File: src/rtl/dmem_arbiter.sv
// -----------------------------------------------------------------------------
// dmem_arbiter
// Shares the single data-memory port between the core load/store unit
// (requester C) and a debug/loader port (requester D). Accesses are
// serialised by a three-state FSM (IDLE -> ACCESS -> [WAIT] -> IDLE).
// Read data is returned to whichever requester issued the read.
//
// Configuration macro: DMEM_ARB_RR_EN
//   defined   : round-robin on simultaneous requests (non-last-winner wins)
//   undefined : fixed priority, C always wins a tie
//
// Ports
//   clk, reset                  clock, synchronous active-high reset
//   c_req/c_we/c_addr/c_wdata   core request and its fields
//   c_gnt                       core request accepted (combinational pulse)
//   c_rvalid/c_rdata            core read data return (rdata 0 when invalid)
//   c_stall                     core waiting for a grant
//   d_req/d_we/d_addr/d_wdata   debug request and its fields
//   d_gnt, d_rvalid/d_rdata     debug grant and read data return
//   mem_wr/mem_rd               memory strobes (registered, ACCESS only)
//   mem_addr/mem_wr_data        memory address / write data (captured regs)
//   mem_rd_data                 memory read data, valid MEM_LAT after mem_rd
//   busy                        FSM not in IDLE
// -----------------------------------------------------------------------------
module dmem_arbiter #(
    parameter int DATA_W  = 32,
    parameter int ADDR_W  = 9,
    parameter int MEM_LAT = 1
) (
    input  logic              clk,
    input  logic              reset,
    input  logic              c_req,
    input  logic              c_we,
    input  logic [ADDR_W-1:0] c_addr,
    input  logic [DATA_W-1:0] c_wdata,
    output logic              c_gnt,
    output logic              c_rvalid,
    output logic [DATA_W-1:0] c_rdata,
    output logic              c_stall,
    input  logic              d_req,
    input  logic              d_we,
    input  logic [ADDR_W-1:0] d_addr,
    input  logic [DATA_W-1:0] d_wdata,
    output logic              d_gnt,
    output logic              d_rvalid,
    output logic [DATA_W-1:0] d_rdata,
    output logic              mem_wr,
    output logic              mem_rd,
    output logic [ADDR_W-1:0] mem_addr,
    output logic [DATA_W-1:0] mem_wr_data,
    input  logic [DATA_W-1:0] mem_rd_data,
    output logic              busy
);

    typedef enum logic [1:0] {
        IDLE   = 2'd0,
        ACCESS = 2'd1,
        WAIT   = 2'd2
    } state_t;

    localparam logic       WIN_C    = 1'b0;
    localparam logic       WIN_D    = 1'b1;
    localparam logic [2:0] LAT_INIT = 3'(MEM_LAT);

    state_t              state;
    logic [2:0]          lat_cnt;
    logic                last_winner;
    logic                winner;
    logic                cap_we;
    logic [ADDR_W-1:0]   cap_addr;
    logic [DATA_W-1:0]   cap_wdata;

    logic                grant;
    logic                pick_d;
    logic                sel_we;
    logic [ADDR_W-1:0]   sel_addr;
    logic [DATA_W-1:0]   sel_wdata;
    logic                rd_done;

    // Arbitration: grants only in IDLE and never in a reset cycle.
    always_comb begin
        grant  = 1'b0;
        pick_d = 1'b0;
        if ((state == IDLE) && !reset && (c_req || d_req)) begin
            grant = 1'b1;
            if (c_req && d_req) begin
`ifdef DMEM_ARB_RR_EN
                // Tie goes to whoever did not win last time.
                pick_d = (last_winner == WIN_C);
`else
                pick_d = 1'b0;
`endif
            end else begin
                pick_d = d_req;
            end
        end else begin
            grant  = 1'b0;
            pick_d = 1'b0;
        end
    end

    // Field mux for the winning requester.
    always_comb begin
        if (pick_d) begin
            sel_we    = d_we;
            sel_addr  = d_addr;
            sel_wdata = d_wdata;
        end else begin
            sel_we    = c_we;
            sel_addr  = c_addr;
            sel_wdata = c_wdata;
        end
    end

    assign c_gnt   = grant & ~pick_d;
    assign d_gnt   = grant & pick_d;
    assign c_stall = c_req & ~c_gnt;
    assign busy    = (state != IDLE);

    // Read return lands in the last WAIT cycle; a reset in that cycle kills it.
    assign rd_done  = (state == WAIT) && (lat_cnt == 3'd1) && !reset;
    assign c_rvalid = rd_done && (winner == WIN_C);
    assign d_rvalid = rd_done && (winner == WIN_D);
    assign c_rdata  = c_rvalid ? mem_rd_data : {DATA_W{1'b0}};
    assign d_rdata  = d_rvalid ? mem_rd_data : {DATA_W{1'b0}};

    // Memory address/data are driven straight from the capture registers so
    // they hold their last value outside ACCESS.
    assign mem_addr    = cap_addr;
    assign mem_wr_data = cap_wdata;

    // FSM, capture registers and registered memory strobes.
    always_ff @(posedge clk) begin
        if (reset) begin
            state       <= IDLE;
            lat_cnt     <= 3'd0;
            last_winner <= WIN_D;
            winner      <= WIN_C;
            cap_we      <= 1'b0;
            cap_addr    <= {ADDR_W{1'b0}};
            cap_wdata   <= {DATA_W{1'b0}};
            mem_wr      <= 1'b0;
            mem_rd      <= 1'b0;
        end else begin
            case (state)
                IDLE: begin
                    if (grant) begin
                        winner      <= pick_d;
                        last_winner <= pick_d;
                        cap_we      <= sel_we;
                        cap_addr    <= sel_addr;
                        cap_wdata   <= sel_wdata;
                        // Strobes are registered so they appear in ACCESS.
                        mem_wr      <= sel_we;
                        mem_rd      <= ~sel_we;
                        state       <= ACCESS;
                    end else begin
                        mem_wr <= 1'b0;
                        mem_rd <= 1'b0;
                    end
                end
                ACCESS: begin
                    mem_wr <= 1'b0;
                    mem_rd <= 1'b0;
                    if (cap_we) begin
                        state <= IDLE;
                    end else begin
                        lat_cnt <= LAT_INIT;
                        state   <= WAIT;
                    end
                end
                WAIT: begin
                    mem_wr <= 1'b0;
                    mem_rd <= 1'b0;
                    if (lat_cnt == 3'd1) begin
                        lat_cnt <= 3'd0;
                        state   <= IDLE;
                    end else begin
                        lat_cnt <= lat_cnt - 3'd1;
                    end
                end
                default: begin
                    mem_wr  <= 1'b0;
                    mem_rd  <= 1'b0;
                    lat_cnt <= 3'd0;
                    state   <= IDLE;
                end
            endcase
        end
    end

endmodule

File: config.mk
export PLATFORM = sky130hd
export DESIGN_NAME = dmem_arbiter
export DESIGN_NICKNAME = d
export VERILOG_FILES = /design/src/rtl/dmem_arbiter.sv
export SDC_FILE = /design/constraint.sdc
export NUM_CORES = 1
export LEC_CHECK = 0
export CORE_ASPECT_RATIO = 0.8
export CORE_UTILIZATION = 36
export CTS_CLUSTER_SIZE = 28
export DETAILED_ROUTE_END_ITERATION = 6
export PLACE_DENSITY = 0.93
export RECOVER_POWER = 50
export SLEW_MARGIN = 15
export SYNTH_ARGS = -nofsm -noshare
export SYNTH_HDL_FRONTEND = slang
export SYNTH_SLANG_ARGS = --single-unit
export TNS_END_PERCENT = 1
File: constraint.sdc
create_clock -name clk -period 3.5 [get_ports clk]
set_input_delay 0.7 -clock clk [delete_from_list [all_inputs] [get_ports clk]]
set_output_delay 0.7 -clock clk [all_outputs]
set_load 0.01 [all_outputs]
-- Word-level counts from Yosys, hierarchy flattened
Cells that the tools add are included.
- bits in registers: 50
- bits of input ports: 120
- output and inout port bits: 113
- logic and storage cells: 54
- add/subtract/negate cells: 1
- eq/ne operators: 6
- multiplexer cells: 15
- bitwise gates (word level): 9
- reduce and logical (&&, ||, !) cells: 15
- operator list (operator ; number):
    two-way mux 32 bit ; 3
    two-way mux 9 bit ; 1
    case mux 3 bit (3 select lines) ; 1
    logical AND 1 bit ; 7
    two-way mux 2 bit ; 3
    two-way mux 3 bit ; 2
    NOT 1 bit ; 6
    case mux 2 bit (3 select lines) ; 1
    AND reduction 2 bit ; 3
    two-way mux 1 bit ; 4
    inequality test 2 bit (second input constant) ; 2
    bitwise AND 1 bit ; 3
    == test 3 x 1 -> 1 bit (second input constant) ; 1
    OR reduction 3 bit ; 1
    subtractor 3 x 1 -> 3 bit (second input constant) ; 1
    == test 2 x 1 -> 1 bit (second input constant) ; 1
    == test 2 bit (second input constant) ; 1
    logical NOT 2 bit ; 1
    inequality test 2 x 1 -> 1 bit (second input constant) ; 1
    nonzero test 2 bit ; 1
    logical NOT 1 bit ; 1
    logical OR 1 bit ; 1

-- Longest topological paths before layout
- word-level depth: 8
- depth in mapped cells: 8
- depth with buffers taken out: 6

-- Worst setup path before layout
OpenSTA, ideal clock, no wires.
- path kind: in2out
- start point: in reset
- end point: out c_rdata[22]
- arrival time: 1573 ps
- required time: 2800 ps
- setup slack: 1227 ps
- stages on the path: 4
- path buffers: 2
- cells stage by stage: buf_2 -> nor4_4 -> buf_2 -> and2_1
- cells in the longest elaborated chain, start to end: 4
- ends and longest elaborated chain (what ; RTL line ; text):
    start: declaration ; 31 ; input logic reset,
    logical NOT 1 bit ; 121 ; assign rd_done = (state == WAIT) && (lat_cnt == 3'd1) && !reset;
    logical AND 1 bit ; 121 ;
    logical AND 1 bit ; 122 ; assign c_rvalid = rd_done && (winner == WIN_C);
    net c_rvalid ; 37 ; output logic c_rvalid,
    two-way mux 32 bit ; 124 ; assign c_rdata = c_rvalid ? mem_rd_data : {DATA_W{1'b0}};
    end: declaration ; 38 ; output logic [DATA_W-1:0] c_rdata,
The timed path passes the listed nets, and every way through them passes these cells.

-- Worst setup path after layout
- start point: in reset
- end point: out d_rdata[12]
- cells in the longest elaborated chain, start to end: 4
- ends and longest elaborated chain (what ; RTL line ; text):
    logical NOT 1 bit ; 121 ;
    logical AND 1 bit ; 121 ;
    logical AND 1 bit ; 123 ; assign d_rvalid = rd_done && (winner == WIN_D);
    two-way mux 32 bit ; 125 ; assign d_rdata = d_rvalid ? mem_rd_data : {DATA_W{1'b0}};
    end: declaration ; 46 ; output logic [DATA_W-1:0] d_rdata,
Every way passes these cells.

==> flow_summary.json <==
{
  "insertion_delay_ps": 300,
  "peakVddDrop_mv": 0.226,
  "min-delay-start": "mem_wr_data[9]$_SDFFE_PP0P_",
  "path_depth": 5,
  "die_h_um": 81.7,
  "ys_warn_count": 0,
  "postCtsSetupBuffers": 0,
  "grt_max_degree": 56,
  "finalCritPeriodShare": 0.925,
  "cpPeakStageDelay_ps": 540,
  "yosysSeqAreaShare": 0.350,
  "drive_above_1_share": 0.0393,
  "cts-htree-levels": 2,
  "fin_setup_tns_ps": 0,
  "crit_family": "buffers and inverters",
  "arrival_ps": 2540,
  "timing.rr.start": "state[0]$_SDFFE_PP0P_",
  "fin_cells": 640,
  "synthDistinctLibCells": 36,
  "track_usage": 0.207,
  "criticalPathCategory": "in2out",
  "worstHoldPathType": "reg2reg",
  "final_cell_mix": "clkdlybuf4s50_1 (188), and2_1 (64), dfxtp_1 (50), nor2_1 (44), dlygate4sd3_1 (44)",
  "crit_slowest_cell": "clkdlybuf4s50_1",
  "power_frac_comb": 0.402,
  "start_util": 0.379,
  "fin_crit_ps": 3240,
  "cts.path.max_buffers": 2,
  "status": "completed",
  "netSwitchingPower_w": 0.000554,
  "start_kind": "primary input",
  "drtPass1Iterations": 4,
  "routed_via_density": 4.81,
  "synth_cells": 313,
  "internal-power_w": 0.00123,
  "wl_per_cell_um": 14.4,
  "relSlewSlack": 0.411,
  "finalHoldViolations": 0,
  "hold_buffers": 0,
  "r2r_end": "mem_wr_data[9]$_SDFFE_PP0P_",
  "hpwl_um": 7460,
  "setup_viol": 0,
  "mappedNetlistArea_mm2": 0.00286,
  "clkPwrFrac": 0.194,
  "path_buf_inv": 3,
  "pin_count": 233,
  "die_w_um": 102,
  "synth_area_per_cell_um2": 9.13,
  "tightest_slew_ps": 881,
  "rsz0062_at_grt": "no",
  "antennaDiodeCount": 0,
  "area_delta_synth_final_pct": 85.7,
  "finalClockSkew_ps": 13.9,
  "rrSetupSlack_ps": 1160,
  "swShare": 0.310,
  "antenna_found_initial": 0,
  "clkSinkCount": 50,
  "max-cap-violations": 0,
  "numCtsBuffers": 5,
  "port_buffers": 232,
  "syn-num-nets": 439,
  "dpl.cell_count": 632,
  "fmax_mhz": 309,
  "crit_required_ps": 2800,
  "core_mm2": 0.00753,
  "cellLeakagePower_nw": 2.10,
  "drc": 0,
  "layout_commonest_cell": "clkdlybuf4s50_1",
  "cts_root_buf": "clkbuf_8",
  "hold_slack_ps": 473,
  "slew_violations": 0,
  "nNetsFinal": 660,
  "gp_congestion": 0.768,
  "crit_fanout": 33,
  "ys_ff_latch": 50,
  "reg2regPathDepth": 7,
  "total_power_w": 0.00179,
  "cts_tree": "done",
  "globalRouteOverflowTotal": 0,
  "rows": 28,
  "cp_cell_sequence": "clkdlybuf4s50_1, nor4b_4, buf_4, and2_1, clkdlybuf4s50_1",
  "grt_pass1_wl_um": 13500,
  "drt_iter0_markers": 61,
  "cts_resized": 0,
  "pwr-share-seq": 0.404,
  "cpMostUsedCell": "clkdlybuf4s50_1",
  "clk_pin_slew_ps": 80,
  "crit_start": "reset",
  "finalWirelength_um": 9230,
  "cp-end-kind": "primary output",
  "grt_pass1_vias": 2868,
  "vias": 3079,
  "ant_nets": 0,
  "p_per_area_mw_per_mm2": 337,
  "dieArea_mm2": 0.00830,
  "endpoint": "d_rdata[12]"
}
layout make-up:
| cell class | count | area, um2 |
|---|---|---|
| timing repair buffer | 241 | 2400 |
| fill | 548 | 2230 |
| multi-input combinational | 229 | 1660 |
| sequential | 50 | 1000 |
| tap | 105 | 131 |
| clock buffer | 6 | 82.6 |
| inverter | 7 | 26.3 |
| clock inverter | 2 | 12.5 |
flip-flops by register name (all words and copies together), names as in the netlist:
name         count
mem_wr_data     32
mem_addr         9
lat_cnt          3
state            2
cap_we           1
mem_rd           1
mem_wr           1
winner           1
stage by stage:
stage / area [um2] / worst slack (ps) / util
final: 5310 / 263 / 0.704
after global routing: 5310 / 167 / 0.704
after CTS: 5320 / 254 / 0.706
after detailed placement: 5220 / 262 / 0.693
after global placement: 5220 / 297 / 0.693
after floorplan: 2860 / 1230 / -
power by group through the flow:
stage	combinational (W)	sequential, W	clock [W]
after floorplan	0.000317	0.000777	0
after global placement	0.000740	0.000734	0
after detailed placement	0.000760	0.000738	0
after CTS	0.000764	0.000727	0.000360
after global routing	0.000775	0.000735	0.000389
final	0.000718	0.000722	0.000347
routing by layer:
layer | track usage | vias to the layer above | wire [um]
li1 | - | 1537 | -
met1 | 0.219 | 1410 | 3640
met2 | 0.399 | 124 | 4770
met3 | 0.0630 | 8 | 758
met4 | 0.0565 | 0 | 62
met5 | 0 | - | 0
how the worst min path moves through the flow:
stage	to	cells after the start
2_1_floorplan	lat_cnt[0]$_SDFFE_PP0P_	2
3_3_place_gp	mem_wr_data[21]$_SDFFE_PP0P_	1
3_5_place_dp	mem_wr_data[31]$_SDFFE_PP0P_	1
4_1_cts	mem_wr_data[3]$_SDFFE_PP0P_	1
5_1_grt	mem_addr[8]$_SDFFE_PP0P_	1
6_report	mem_wr_data[9]$_SDFFE_PP0P_	1
logic make-up (layout without fill, tap and decap cells):
kind of cell	Yosys count	after routing	share of synthesized area
simple gates	125	125	0.257
compound gates	68	68	0.190
flops	50	50	0.350
buf+inv	34	256	0.0714
mux	30	30	0.105
fa+ha+maj	6	6	0.0263
cells in the mapped netlist:
cell type | number | area share
a22oi_1 | 12 | 0.032
and2_4 | 1 | 0.0031
a21o_1 | 1 | 0.0026
nor3b_1 | 1 | 0.0026
nand2b_4 | 1 | 0.0048
or2_1 | 1 | 0.0022
a31o_1 | 30 | 0.092
buf_12 | 3 | 0.021
buf_2 | 10 | 0.018
nor2_1 | 44 | 0.058
nand3_2 | 1 | 0.0035
inv_2 | 1 | 0.0013
buf_6 | 2 | 0.0079
nor4b_2 | 1 | 0.0053
a22o_1 | 12 | 0.037
a21boi_1 | 1 | 0.0026
a31oi_1 | 1 | 0.0022
nor4bb_4 | 1 | 0.0088
nor2b_1 | 3 | 0.0066
buf_1 | 1 | 0.0013
clkbuf_1 | 11 | 0.014
and2_1 | 64 | 0.14
a211oi_1 | 1 | 0.0026
o211ai_1 | 1 | 0.0026
inv_1 | 6 | 0.0079
or4b_1 | 1 | 0.0035
mux2i_1 | 30 | 0.11
or3b_1 | 2 | 0.0061
nor4_4 | 1 | 0.0074
and3_1 | 1 | 0.0022
nand2_1 | 2 | 0.0026
a32oi_1 | 1 | 0.0031
ha_1 | 6 | 0.026
dfxtp_1 | 50 | 0.35
a21oi_1 | 6 | 0.011
o21ai_0 | 2 | 0.0035
No activity file was read; power rests on OpenSTA's default activity.
